[config.mk]
export PLATFORM = sky130hd
export DESIGN_NAME = virtual_button_decoder
export DESIGN_NICKNAME = d
export VERILOG_FILES = /design/src/rtl/virtual_button_decoder_pkg.sv /design/src/rtl/frame_timeout_counter.sv /design/src/rtl/virtual_button_decoder.sv
export SDC_FILE = /design/constraint.sdc
export NUM_CORES = 1
export LEC_CHECK = 0
export CAP_MARGIN = 20
export CORE_UTILIZATION = 30
export CTS_BUF_LIST = sky130_fd_sc_hd__clkbuf_16
export CTS_CLUSTER_SIZE = 16
export DETAILED_ROUTE_END_ITERATION = 7
export GPL_ROUTABILITY_DRIVEN = 0
export HOLD_SLACK_MARGIN = 0.03
export SYNTH_ARGS = -nofsm -noshare
export SYNTH_HDL_FRONTEND = slang
export SYNTH_SLANG_ARGS = --single-unit
export TNS_END_PERCENT = 5
[constraint.sdc]
create_clock -name clk -period 5.1 [get_ports clk]
set_input_delay 0.51 -clock clk [delete_from_list [all_inputs] [get_ports clk]]
set_output_delay 0.51 -clock clk [all_outputs]
set_load 0.02 [all_outputs]
[src/rtl/virtual_button_decoder_pkg.sv]
// Shared definitions for the virtual-interface button path: decoder FSM
// encoding, default frame header and button bit positions.
package virtual_iface_pkg;

  localparam logic [2:0] IDLE    = 3'd0;
  localparam logic [2:0] GOT_HDR = 3'd1;
  localparam logic [2:0] GOT_B0  = 3'd2;
  localparam logic [2:0] GOT_B1  = 3'd3;
  localparam logic [2:0] GOT_B2  = 3'd4;

  localparam logic [7:0] HEADER_DEFAULT = 8'hB0;

  localparam int BTN_RIGHT = 0;
  localparam int BTN_LEFT  = 1;

  typedef logic [23:0] btn_vec_t;

  // XOR of the header and the three payload bytes; a frame is valid when CHK equals this.
  function automatic logic [7:0] frame_checksum(input logic [7:0] hdr, input btn_vec_t payload);
    return hdr ^ payload[7:0] ^ payload[15:8] ^ payload[23:16];
  endfunction

endpackage

[src/rtl/frame_timeout_counter.sv]
// Idle-gap counter for the frame decoder; saturates at TIMEOUT_CYCLES and
// flags expiry while it sits there.
module frame_timeout_counter #(
  parameter int TIMEOUT_CYCLES = 100000,
  localparam int CNT_W = $clog2(TIMEOUT_CYCLES + 1)
) (
  input  logic clk,
  input  logic rst_n,
  input  logic clear,
  input  logic enable,
  output logic expired
);

  localparam logic [CNT_W-1:0] LIMIT = CNT_W'(TIMEOUT_CYCLES);

  logic [CNT_W-1:0] cnt;

  always_ff @(posedge clk or negedge rst_n) begin
    if (!rst_n) begin
      cnt <= '0;
    end else if (clear) begin
      cnt <= '0;
    end else if (enable && (cnt != LIMIT)) begin
      cnt <= cnt + CNT_W'(1);
    end
  end

  assign expired = (cnt == LIMIT);

endmodule

[src/rtl/virtual_button_decoder.sv]
// Assembles 5-byte button frames from the virtual interface byte stream,
// checks the XOR checksum and updates the 24-bit button register atomically.
module virtual_button_decoder
  import virtual_iface_pkg::*;
#(
  parameter logic [7:0] HEADER         = HEADER_DEFAULT,
  parameter int         TIMEOUT_CYCLES = 100000
) (
  input  logic        clk,
  input  logic        rst_n,
  input  logic [7:0]  rx_data,
  input  logic        rx_valid,
  output logic [23:0] buttons,
  output logic        frame_ok,
  output logic        frame_err
);

  logic [2:0] state;
  btn_vec_t   shadow;
  logic       expired;
  logic       in_frame;

  assign in_frame = (state != IDLE);

  // A byte always restarts the gap count; the counter is parked at zero outside a frame.
  frame_timeout_counter #(
    .TIMEOUT_CYCLES(TIMEOUT_CYCLES)
  ) u_timeout (
    .clk    (clk),
    .rst_n  (rst_n),
    .clear  (rx_valid || !in_frame || expired),
    .enable (in_frame && !rx_valid),
    .expired(expired)
  );

  always_ff @(posedge clk or negedge rst_n) begin
    if (!rst_n) begin
      state     <= IDLE;
      shadow    <= '0;
      buttons   <= '0;
      frame_ok  <= 1'b0;
      frame_err <= 1'b0;
    end else begin
      frame_ok  <= 1'b0;
      frame_err <= 1'b0;
      if (rx_valid) begin
        // A byte arriving on the expiry cycle is processed; the timeout is ignored.
        case (state)
          IDLE: begin
            if (rx_data == HEADER) state <= GOT_HDR;
          end
          GOT_HDR: begin
            shadow[7:0] <= rx_data;
            state       <= GOT_B0;
          end
          GOT_B0: begin
            shadow[15:8] <= rx_data;
            state        <= GOT_B1;
          end
          GOT_B1: begin
            shadow[23:16] <= rx_data;
            state         <= GOT_B2;
          end
          GOT_B2: begin
            if (rx_data == frame_checksum(HEADER, shadow)) begin
              buttons  <= shadow;
              frame_ok <= 1'b1;
            end else begin
              frame_err <= 1'b1;
            end
            state <= IDLE;
          end
          default: state <= IDLE;
        endcase
      end else if (expired) begin
        state     <= IDLE;
        shadow    <= '0;
        frame_err <= 1'b1;
      end
    end
  end

endmodule
* Yosys cells after proc, flatten, opt, wreduce, memory -nomap -nowiden
Cells that the tools add are included.
Word-level totals: bits in registers 70, input bits 11, output and inout port bits 26, logic and storage cells 57
Cells by class: add/sub/neg operators 1, eq/ne operators 12, mux-type cells 18, bitwise logic cells 3, reduce and logical (&&, ||, !) cells 15
Operators by type and width (number):
- 24-bit 2-to-1 mux | 2
- 17-bit 2-to-1 mux | 2
- 8-bit 2-to-1 mux | 3
- 17-bit by 1-bit adder with 17-bit output (second input constant) | 1
- 17-bit equality test (second input constant) | 1
- 17-bit inequality test (second input constant) | 1
- 8-bit bitwise XOR | 2
- 3-bit one-hot mux with 4 select lines | 1
- 3-bit 2-to-1 mux | 3
- 8-bit equality test | 1
- 8-bit equality test (second input constant) | 1
- 2-bit AND reduction | 4
- 1-bit 2-to-1 mux | 7
- 3-bit by 2-bit equality test with 1-bit output (second input constant) | 2
- 2-bit by 1-bit inequality test with 1-bit output (second input constant) | 3
- 2-bit nonzero test | 2
- 3-bit by 1-bit equality test with 1-bit output (second input constant) | 1
- 3-bit equality test (second input constant) | 1
- 3-bit logical NOT | 1
- 3-bit inequality test (second input constant) | 1
- 3-bit inverter | 1
- 3-bit AND reduction | 1
- 3-bit nonzero test | 1
- 1-bit logical AND | 2
- 2 further kinds | 4

* Logic depth before layout (Yosys ltp)
Gate-level depths: netlist of run 1.
word-level depth 7, mapped depth 8, depth with buffers taken out 7

* Modules after synthesis
A second synthesis of run 1 with hierarchy kept.
Second synthesis, totals: cells, all modules 313, area total of the unflattened synthesis 3349.5 µm²
Modules (own cells, without submodules):
- virtual_button_decoder | instances 1, cells an instance 211, area each 2408.6 µm², sequential area each 1326.3 µm²
- frame_timeout_counter | instances 1, cells an instance 102, area each 940.9 µm², sequential area each 425.4 µm²

* Least setup slack after synthesis of run 1
OpenSTA, ideal clock, no wires.
path kind input to register, start point input port rx_data[1], end point register buttons[0], setup time 0.125 ns, data arrival time 1.787 ns, required time 4.975 ns, setup slack 3.188 ns, stages 6, path buffers 1, cell sequence xor2_1 -> xnor2_1 -> nor4_2 -> nand3b_2 -> buf_6 -> mux2_4
On the way: cells in the longest elaborated chain, start to end 2
Ends and longest elaborated chain:
- start, declared | RTL line virtual_button_decoder.sv:11 | input logic [7:0] rx_data,
- 8-bit equality test | RTL line virtual_button_decoder.sv:65 | if (rx_data == frame_checksum(HEADER, shadow)) begin
- 3-bit AND reduction (no source line)
- end signal, assigned | RTL line virtual_button_decoder.sv:66 | buttons <= shadow;
- end, declared | RTL line virtual_button_decoder.sv:13 | output logic [23:0] buttons,
No other way between the ends. A chain may end at the register's enable or synchronous reset.

* Final worst setup path of run 1
start point input port rx_data[6], end point register buttons[23]
The elaborated chain is that of the path after synthesis.

==> summary by stage, run 1 <==
Run status
The run finished with clean final reports.

Cells and area
The share of layout cells above drive strength 1 is 14.1%. The number of nets at the end of the flow is 348. 0 antenna diodes ended up in the layout. The count of fill cells added during filler insertion is 1035. From synthesis to final layout, the design area changed by 23.5%. Excluding fillers, the count of instances in the completed layout stands at 476.

Critical path
For flop-to-flop paths, the worst setup slack is approximately 2600 ps. In this run the worst path has a maximum fanout of 25. The required time at the endpoint of the critical path is 5310 ps. The signal on the critical path passes through clkdlybuf4s50_1, xor2_1, xnor2_1, nor4_2, nand3b_2, mux2_4. For this run, the slowest stage of the critical path takes between 700 and 800 ps. The category of the worst setup path capture point is a flop. The buffer and inverter count on the worst path is 1. The path type of the worst setup path is in -> reg.

Grouping stages by cell kind, the critical path spends the most delay in simple AND/OR/NAND/NOR gates. STA classifies the critical path startpoint as a primary input. Data on the critical path arrives at its endpoint at 3050 ps.

The slowest stage cell on the critical path is nand3b_2.

Clock tree
The number of resized instances in the post-cts repair step is 0. The number of buffers between clock root and the deepest sink is 2. The number of hold buffers added after CTS was 0. The clock insertion delay at the later pin of the skew report is roughly 340 ps.

The clock buffer count from CTS is 9. The root buffer cell chosen for the clock tree is clkbuf_16. Clock-pin slew was measured on the worst setup and hold paths at 60 ps. TritonCTS built the clock tree. Once the clock tree was built, the setup fixing pass inserted 0 buffers.

The clock net in this run drives a total of 70 sinks. The H-tree generated during clock tree synthesis spans 3 levels.

Routing
The average detailed-routed wire length per instance is 13.6 µm. After detailed routing, the total wire length is 6490 µm. The count of nets left with antenna violations once routing finished came out at 0. Before antenna repair, the detailed router went through 4 iterations. The via total after detailed routing is ~2200. After detailed routing, the number of vias per cell comes to 4.59. The detailed router finished its first iteration with roughly 100 violations. After detailed routing, the number of remaining DRC violations is 0.

Power and ir drop
In this run switching power makes up 32.7% of total power. The internal power summed over all cells is 1170 µW. In this run, the combinational gates consume 22.6% of the power. Of the total power, the clock network draws between 30% and 40%. The power per cell area is 434 nW/µm². The worst voltage drop across the vdd grid is approximately 0.00014 V.

In this run the static leakage power is 0.00180 µW. The switching power summed over all nets is 570 µW. The sequential power share is ~44%. The power after layout is between 1500 and 2000 µW.

Die
The initial utilization of the core area, before any placement, comes to 31.2%. The floorplan step defined a die boundary enclosing 11300 µm². The number of standard-cell rows in the floorplan is 37. The total core area is 10400 µm². Measured along the x axis, the die boundary spans between 100 and 150 µm. From bottom edge to top edge, the die measures 106 µm.

Pin placement for this block handled 37 I/O pins.

Synth
The top flip-flop cell by instance count after synthesis is dfrtp_1. The number of nets handed over by synthesis was around 310. The cell area after technology mapping is ~3300 µm². By count the netlist is led by dfrtp_1 (70), nand2_1 (56), xnor2_1 (27).

The mean instance size in the synthesized netlist is 10.9 µm². For this run, the register share of the synthesized area comes to 53.9%. The number of distinct library cells after synthesis is 31. The gate count after technology mapping is 298. The Yosys step of the flow raised 0 warnings. The number of flip-flops and latches in the synthesized netlist is 70. The dominant cell by count in the synthesized netlist is dfrtp_1.

The largest area contributor in the netlist is dfrtp_1. The number of flops mapped to enable cells by yosys is 0. In the post-synthesis netlist, the biggest area contributors are dfrtp_1 (54%), mux2_4 (8.8%), xnor2_1 (7.3%). The top cell type by area accounts for 53.9% of the synthesized area. For this run, asynchronously set or reset flops after synthesis account for 100%.

Global route
Entering global routing, the biggest net connects between 70 and 80 pins. The first global-routing pass estimated 11300 µm of wire. The number of antenna violations at the first check in global routing was 0. The all-layer global routing usage is between 10% and 20%. The via count of the first global-routing pass is 2229.

Summed over all layers, the global routing overflow is 0.

Placed design
The sum of net half-perimeters after detailed placement is 4360 µm. Including well taps, the total number of placed cells is between 400 and 500. The count of buffers added on input and output ports is 36.

Timing
At the pin with the least slew margin, the transition time is 883 ps. Adding up every negative setup slack in the final design gives 0 ps. The worst slew margin relative to its limit is 40.8%. The final critical path time including I/O delays and setup is between 2000 and 3000 ps.

Between clock sinks in the finished design, the worst skew comes to between 9 and 10 ps. The final hold violation count is 0. The number of failing setup endpoints in the final timing report is 0. The final critical path takes up 55.6% of the cycle. The number of slew-limit violations in the final report was 0. Static timing analysis puts the maximum clock frequency at 353 MHz. Setup repair after global routing left no endpoint under its margin.

Worst hold path
The tightest min-delay check is of the in -> async type.

Job
Max-cap violations in this run came to 0.
==> state kept, by name, summed over array words and instances (netlist names) <==
register and cells:
shadow 24, u_timeout.cnt 17, frame_ok 1, buttons 24, frame_err 1, state 3
==> logic make-up (layout without fill, tap and decap cells) <==
kind of cell | Yosys count | after routing | share of synthesized area [%]
DFF | 70 | 70 | 53.9
and+or+nand+nor | 117 | 117 | 17.2
xor gates and xnor gates | 40 | 40 | 10.8
adders and majority gates | 2 | 2 | 0.769
buffers and inverters | 17 | 59 | 2.42
AOI/OAI and AO/OA | 28 | 28 | 4.42
muxes | 24 | 24 | 10.5
==> layout make-up <==
type                    count  area, µm²  share of cell area [%]
clock buffers               9        225                    5.61
flip-flops and latches     70       1750                    43.6
clock inverters             7       57.6                    1.43
inverters                   5       18.8                   0.467
well taps                 136        170                    4.24
repair buffers             38        370                    9.22
multi-input cells         211       1420                    35.4
==> power by group through the flow <==
stage	clock network [µW]	registers [µW]	logic [µW]
floorplan	0	737	327
global placement	0	771	391
detailed placement	0	776	396
CTS	603	765	401
global route	626	782	444
finish	583	765	394
==> path summary, 6_finish.rpt <==
check,startpoint,endpoint,cells past startpoint
setup / recovery,rx_data[6],buttons[23]$_DFFE_PN0P_,6
setup reg to reg,shadow[13]$_DFFE_PN0P_,buttons[23]$_DFFE_PN0P_,5
max in group asynchronous,rst_n,u_timeout.cnt[16]$_DFF_PN0_,2
hold / removal,rst_n,buttons[2]$_DFFE_PN0P_,2
hold reg to reg,buttons[1]$_DFFE_PN0P_,buttons[1]$_DFFE_PN0P_,1
min in group clk,buttons[1]$_DFFE_PN0P_,buttons[1]$_DFFE_PN0P_,1
==> through the flow <==
step | hold slack (ps) | setup slack [ps] | cell area, µm² | util [%]
floorplan | 214 | 3190 | 3250 | -
global placement | 494 | 1940 | 3730 | 35.8
detailed placement | 497 | 1880 | 3730 | 35.8
CTS | 423 | 2230 | 4020 | 38.5
global route | 460 | 2090 | 4020 | 38.5
finish | 368 | 2260 | 4020 | 38.5
==> layout by cell type, fill, tap and decap left out, types with 8 or more instances in the layout <==
cell,synthesis,layout
dfrtp_1,70,70
nand2_1,56,56
clkdlybuf4s50_1,0,35
xnor2_1,27,27
o21ai_0,26,26
nor2_1,25,25
mux2_4,19,19
xor2_1,13,13
clkbuf_16,0,9
nand3_1,8,8
==> metal layers <==
metal | up-vias | routed length [µm] | track usage [%]
met2 | 38 | 3020 | 20.5
li1 | 1067 | - | -
met1 | 1071 | 3080 | 16.7
met4 | 0 | 111 | 5.65
met3 | 11 | 271 | 3.49
met5 | - | 0 | 0
Note: power is estimated with default switching activity, not from simulation.
==> run 2, diff against run 1 <==
clock period = 2.3 ns   (was 5.1 ns; I/O delays follow)
==> summary by stage, run 2 (synthesis gave the netlist of run 1 again) <==
Run status
Status: finished clean (unchanged).

Power and ir drop
The sequential power share was 39.4% (was 43.9%). The proportion of total power due to net switching is 29.6% (was 32.7%). The internal power summed over all cells is 3050 µW (was 1170 µW). The standby leakage power is 0.00191 µW (was 0.00180 µW). The switching power summed over all nets came to 1280 µW (was 570 µW). The power per cell area was 1030 nW/µm² (was 434 nW/µm²). The proportion of power drawn by combinational gates came to 21.1% (was 22.6%). The worst voltage drop across the vdd grid is 0.000526 V (was 0.000144 V).

The clock group share of total power is 39.5% (was 33.5%).

Timing
The routed design could run at a clock period as short as 1920 ps. Derived from the worst setup path, the maximum achievable clock frequency is 521 MHz. Unrepaired setup endpoints after global routing: false (unchanged). The number of failing setup endpoints in the final timing report is 0 (unchanged).

The transition time at the pin with the least slew margin is 608 ps (was 883 ps). The final worst-path setup slack is 382 ps (was 2260 ps). The sum of negative setup slack is 0 ps (unchanged). The final hold violation count was 0 (unchanged). The share of the cycle needed by the critical path after routing is 83.4%. The worst hold margin is 448 ps (was 368 ps). The maximum clock skew at final layout is 9.76 ps (was 9.35 ps). The number of slew-limit violations in the final report is 0 (unchanged). The worst slew margin relative to its limit was 59.5% (was 40.8%).

Routing
The routed via count divided by cell count is 4.60 (was 4.59). The post-detailed-route DRC marker count is 0 (unchanged). The routed metal-1 wire length is 3330 µm (was 3080 µm). The number of nets still failing antenna checks after routing is 0 (unchanged). The via total after detailed routing is 2245 (was 2187). The average detailed-routed wire length per instance was 14.4 µm (was 13.6 µm). The total met3 wirelength after detailed routing is 326 µm (was 271 µm). The routed length on met2 was 3280 µm (was 3020 µm). The wire length reported by the detailed router is 7010 µm (was 6490 µm).

The number of violations reported at the end of detailed-routing iteration 0 is 134 (was 103). The top layer used by detailed routing is met4 (unchanged). The detailed-routing iteration count for the pre-antenna-repair pass came to 4 (unchanged).

Cells and area
The count of fill cells added during filler insertion is 999 (was 1035). Biggest registers after layout: buttons: 24 flops, shadow: 24 flops, u_timeout.cnt: 17 flops (unchanged). Most frequent cells in the layout: dfrtp_1 (70), nand2_1 (56), clkdlybuf4s50_1 (35) (unchanged).

The area occupied by multi-input gates is 1420 µm² (unchanged). The share of layout cells above drive strength 1 is 16.8% (was 14.1%). The signed area change from the synthesized netlist to the final layout is 29.4% (was 23.5%).

The number of nets at the end of the flow is 360 (was 348). The post-layout instance count excluding filler cells was 488 (was 476). The leading cell type in the layout, fill and taps excluded is dfrtp_1 (unchanged). The post-route standard cell area excluding fillers is 4210 µm² (was 4020 µm²). The number of antenna cells inserted is 0 (unchanged). The storage element area is 1750 µm² (unchanged).

Critical path
The start point of the critical path is shadow[3]$_DFFE_PN0P_ (was rx_data[6]). The required time at the endpoint of the critical path came to 2510 ps (was 5310 ps). The path type of the worst setup path is reg -> reg (was in -> reg). The launching element type of the critical path is a flop (was primary input). The data arrival time of the worst path is 2130 ps (was 3050 ps). The category of the worst setup path capture point was a flop (unchanged). The top fanout value on the critical path is 9 (was 25). The startpoint of the worst register-to-register path is shadow[3]$_DFFE_PN0P_ (was shadow[13]$_DFFE_PN0P_). The capturing element of the worst setup path is buttons[8]$_DFFE_PN0P_ (was buttons[23]$_DFFE_PN0P_). The capturing point of the worst reg2reg path is buttons[8]$_DFFE_PN0P_ (was buttons[23]$_DFFE_PN0P_). The register-to-register setup slack came to 380 ps (was 2560 ps).

The number of cells on the worst reg-to-reg path is 6 (was 5).

Global route
The all-layer global routing usage is 13.3% (was 13.0%). The number of antenna violations at the first check in global routing came to 0 (unchanged). The first-pass GRT wire length is 11500 µm (was 11300 µm). The via count of the first global-routing pass is 2235 (was 2229). The remaining global-route overflow was 0 (unchanged). The largest net degree at the start of global routing is 46 (was 71).

Clock tree
The clock insertion delay at the later pin of the skew report is 330 ps (was 340 ps). The root buffer selected by CTS is clkbuf_16 (unchanged). The CTS tree is done (unchanged).

The number of buffers between clock root and the deepest sink is 2 (unchanged). The number of H-tree branching levels came to 3 (unchanged). The clock-pin slew of the registers on the worst-case setup and hold paths is 60 ps (about the same). The clock buffer count from CTS was 9 (unchanged). The number of resized instances in the post-cts repair step is 0 (unchanged). The sink count of the clock tree is 70 (unchanged).

Die
The overall die width is 106 µm (unchanged). The number of standard-cell rows in the floorplan is 37 (unchanged). The die outline area is 11300 µm² (unchanged).

The initial cell density of the core is 31.2% (unchanged). The count of boundary I/O pins is 37 (unchanged). The vertical extent of the die is 106 µm (unchanged). The total core area is 10400 µm² (unchanged).

Placed design
The number of cells after detailed placement is 471 (was 460). The cell area reported after detailed placement is 3830 µm² (was 3730 µm²). The sum of net half-perimeters after detailed placement was 4870 µm (was 4360 µm).

The count of buffers from port buffering is 36 (unchanged). The pre-CTS setup slack came to 113 ps (was 1880 ps).

Worst hold path
The worst min-delay path category is in -> async (unchanged).

Job
The number of max-capacitance violations reported is 0 (unchanged).
## run 2: cell types whose count changed in the layout (fill, tap and decap cells not counted), sizes merged
cell / change
buf: +11
clkinvlp: -2
inv: -1
dlygate4sd3: +1
clkinv: -1
bufinv: +4
## run 2: timing repair
item	4_1_cts	5_1_grt
setup buffers	0	0
setup endpoints to repair	0	0
hold buffers	1	0
endpoints found under the hold margin	25	0
## run 2: how the worst min path moves through the flow
stage               start                       to  slack [ps]
floorplan           rst_n   buttons[0]$_DFFE_PN0P_         -70
global placement    rst_n  buttons[18]$_DFFE_PN0P_         270
detailed placement  rst_n  buttons[18]$_DFFE_PN0P_         270
CTS                 rst_n  buttons[18]$_DFFE_PN0P_         460
global route        rst_n  buttons[18]$_DFFE_PN0P_         510
finish              rst_n  buttons[18]$_DFFE_PN0P_         450
## run 2: metrics by stage
step / total power (µW) / utilization [%]
floorplan: 2360 / -
global placement: 2610 / 36.7
detailed placement: 2640 / 36.7
CTS: 4380 / 40.4
global route: 4560 / 40.4
finish: 4330 / 40.4
## run 2: area by class of cell
| class | instances | area share, % |
|---|---|---|
| Clock buffer | 9 | 5.35 |
| Clock inverter | 7 | 3.45 |
| Inverter | 5 | 0.446 |
| Multi-Input combinational cell | 211 | 33.8 |
| Sequential cell | 70 | 41.6 |
| Tap cell | 136 | 4.04 |
| Timing Repair Buffer | 50 | 11.3 |
## run 2: metal layers
layer,vias up,track usage [%]
met5,-,0
met4,0,4.76
met3,12,3.07
met2,45,21.2
met1,1094,17.7
li1,1094,-
## run 2: worst max-delay path, cell delays in order, from the launching register on
cell and delay (ps):
dfrtp_1 410, xor2_1 180, xnor2_1 150, nor4_2 380
nand3b_2 140, buf_4 220, mux2_4 300
## run 2: power groups by stage
stage                     logic, µW  registers (µW)  clock network [µW]
final                           912            1710                1710
after global routing           1030            1740                1790
after detailed placement        913            1730                   0
after global placement          895            1720                   0
after floorplan                 724            1630                   0
after CTS                       933            1710                1730
==> run 3, diff against run 2 <==
clock period = 1.9 ns   (was 2.3 ns; I/O delays follow)
==> summary by stage, run 3 (synthesis gave the netlist of run 1 again) <==
Run status
Status: finished clean (unchanged).

Timing
The final hold violation count came to 0 (unchanged). Unrepaired setup endpoints after global routing: true (was false). The share of the cycle needed by the critical path after routing is 98.6% (was 83.4%). The worst hold margin is 377 ps (was 448 ps). The number of slew-limit violations in the final report is 0 (unchanged). The transition time at the pin with the least slew margin is 539 ps (was 608 ps). The final critical path time including I/O delays and setup came to 1870 ps (was 1920 ps). The sum of negative setup slack is 0 ps (unchanged).

The highest achievable clock rate is 534 MHz (was 521 MHz). The number of failing setup endpoints in the final timing report came to 0 (unchanged). The maximum clock skew at final layout was 7.43 ps (was 9.76 ps). The worst slew margin relative to its limit is 64.1% (was 59.5%).

Global route
The all-layer global routing usage was 14.1% (was 13.3%). The via count of the first global-routing pass is 2332 (was 2235). The number of antenna violations at the first check in global routing came to 0 (unchanged). The largest net degree at the start of global routing is 24 (was 46). The remaining global-route overflow was 0 (unchanged). The first-pass GRT wire length came to 12100 µm (was 11500 µm).

Cells and area
The leading cell type in the layout, fill and taps excluded is dfrtp_1 (unchanged). The number of antenna cells inserted is 0 (unchanged). Biggest registers after layout: buttons: 24 flops, shadow: 24 flops, u_timeout.cnt: 17 flops (unchanged). The post-layout instance count excluding filler cells was 520 (was 488). The number of nets at the end of the flow was 392 (was 360). The count of fill cells added during filler insertion is 973 (was 999). The post-route standard cell area excluding fillers is 4440 µm² (was 4210 µm²). Most frequent cells in the layout: dfrtp_1 (70), nand2_1 (56), buf_4 (42) (was dfrtp_1 (70), nand2_1 (56), clkdlybuf4s50_1 (35)).

The share of layout cells above drive strength 1 came to 24.2% (was 16.8%). The signed area change from the synthesized netlist to the final layout came to 36.6% (was 29.4%).

Critical path
The data arrival time of the worst path is 2090 ps (was 2130 ps). The top fanout value on the critical path came to 11 (was 9). The launching element type of the critical path is a flop (unchanged). The register-to-register setup slack is 30 ps (was 380 ps). The startpoint of the worst register-to-register path is shadow[0]$_DFFE_PN0P_ (was shadow[3]$_DFFE_PN0P_). The category of the worst setup path capture point is a flop (unchanged). The required time at the endpoint of the critical path is 2110 ps (was 2510 ps). The path type of the worst setup path is reg -> reg (unchanged).

The capturing point of the worst reg2reg path is buttons[23]$_DFFE_PN0P_ (was buttons[8]$_DFFE_PN0P_). The number of cells on the worst reg-to-reg path is 7 (was 6).

Routing
The post-detailed-route DRC marker count was 0 (unchanged). The via total after detailed routing was 2369 (was 2245). The routed via count divided by cell count is 4.56 (was 4.60). The wire length reported by the detailed router was 7270 µm (was 7010 µm).

The number of nets still failing antenna checks after routing is 0 (unchanged). The average detailed-routed wire length per instance was 14.0 µm (was 14.4 µm). The number of violations reported at the end of detailed-routing iteration 0 is 112 (was 134). The detailed-routing iteration count for the pre-antenna-repair pass is 4 (unchanged).

Die
The total core area is 10400 µm² (unchanged). The number of standard-cell rows in the floorplan came to 37 (unchanged). The vertical extent of the die was 106 µm (unchanged). The die outline area is 11300 µm² (unchanged). The count of boundary I/O pins is 37 (unchanged).

The overall die width is 106 µm (unchanged). The initial cell density of the core is 31.2% (unchanged).

Power and ir drop
The standby leakage power is 0.00207 µW (was 0.00191 µW). The power per cell area is 1190 nW/µm² (was 1030 nW/µm²). The worst voltage drop across the vdd grid is 0.000448 V (was 0.000526 V).

Clock tree
The clock-pin slew of the registers on the worst-case setup and hold paths is 60 ps (about the same). The CTS tree was done (unchanged). The root buffer selected by CTS is clkbuf_16 (unchanged).

The clock insertion delay at the later pin of the skew report is 330 ps (about the same). The number of H-tree branching levels is 3 (unchanged). The clock buffer count from CTS is 9 (unchanged). The sink count of the clock tree is 70 (unchanged). The number of buffers between clock root and the deepest sink is 2 (unchanged).

Job
The number of max-capacitance violations reported is 0 (unchanged).

Placed design
The sum of net half-perimeters after detailed placement is 5110 µm (was 4870 µm). The number of cells after detailed placement is 497 (was 471). The count of buffers from port buffering came to 36 (unchanged). The cell area reported after detailed placement is 4040 µm² (was 3830 µm²).

Worst hold path
The worst min-delay path category is in -> async (unchanged).
-- run 3: how the worst max path moves through the flow --
stage                           startpoint                       to  slack [ps]  cells past startpoint
floorplan            shadow[3]$_DFFE_PN0P_   buttons[0]$_DFFE_PN0P_          70                      6
finish               shadow[0]$_DFFE_PN0P_  buttons[23]$_DFFE_PN0P_          30                      7
global route         shadow[3]$_DFFE_PN0P_  buttons[20]$_DFFE_PN0P_        -100                      7
detailed placement              rx_data[2]   buttons[9]$_DFFE_PN0P_        -310                      7
global placement                rx_data[2]   buttons[7]$_DFFE_PN0P_        -260                      7
CTS                 shadow[22]$_DFFE_PN0P_  buttons[20]$_DFFE_PN0P_          30                      7
-- run 3: area by class of cell --
type	count	area, µm²	area share [%]
Clock buffer	9	225	5.07
Clock inverter	7	80.1	1.80
Inverter	5	18.8	0.423
Multi-Input combinational cell	211	1450	32.6
Sequential cell	70	1750	39.4
Tap cell	136	170	3.83
Timing Repair Buffer	82	748	16.8
-- run 3: timing repair --
action | CTS | global route
hold buffers | 1 | 0
gates cloned | 1 | 0
endpoints found under the setup margin | 24 | 25
pin swaps | 4 | 1
hold endpoints to repair | 20 | 0
gates resized for setup | 2 | 3
setup buffers | 5 | 0
-- run 3: routing by layer --
layer / vias to the layer above / part of all wire [%] / track usage, %
met2: 56 / 45 / 21.6
met4: 0 / 1.7 / 4.96
met5: - / 0 / 0
met3: 10 / 4.7 / 4.54
met1: 1147 / 48 / 18.5
li1: 1156 / - / -
-- run 3: metrics by stage --
step,worst slack (ps),power (µW),utilization (%)
detailed placement,-312,3440,38.7
finish,26.6,5260,42.6
global route,-105,5560,42.6
floorplan,71.7,2850,-
CTS,26.2,5270,42.5
global placement,-263,3420,38.7
-- run 3: worst max-delay path, cell delays in order, from the launching register on --
cell	delay, ps
dfrtp_1	400
xor2_1	170
xnor2_1	140
nor4_2	270
buf_4	170
nand3b_4	120
buf_12	180
mux2_4	290
-- run 3: power by group --
part	switching (µW)	internal [µW]	leakage [µW]
Sequential	235	1760	0.000944
Clock	673	1030	0.000143
Combinational	750	819	0.000986
Total	1660	3610	0.00207
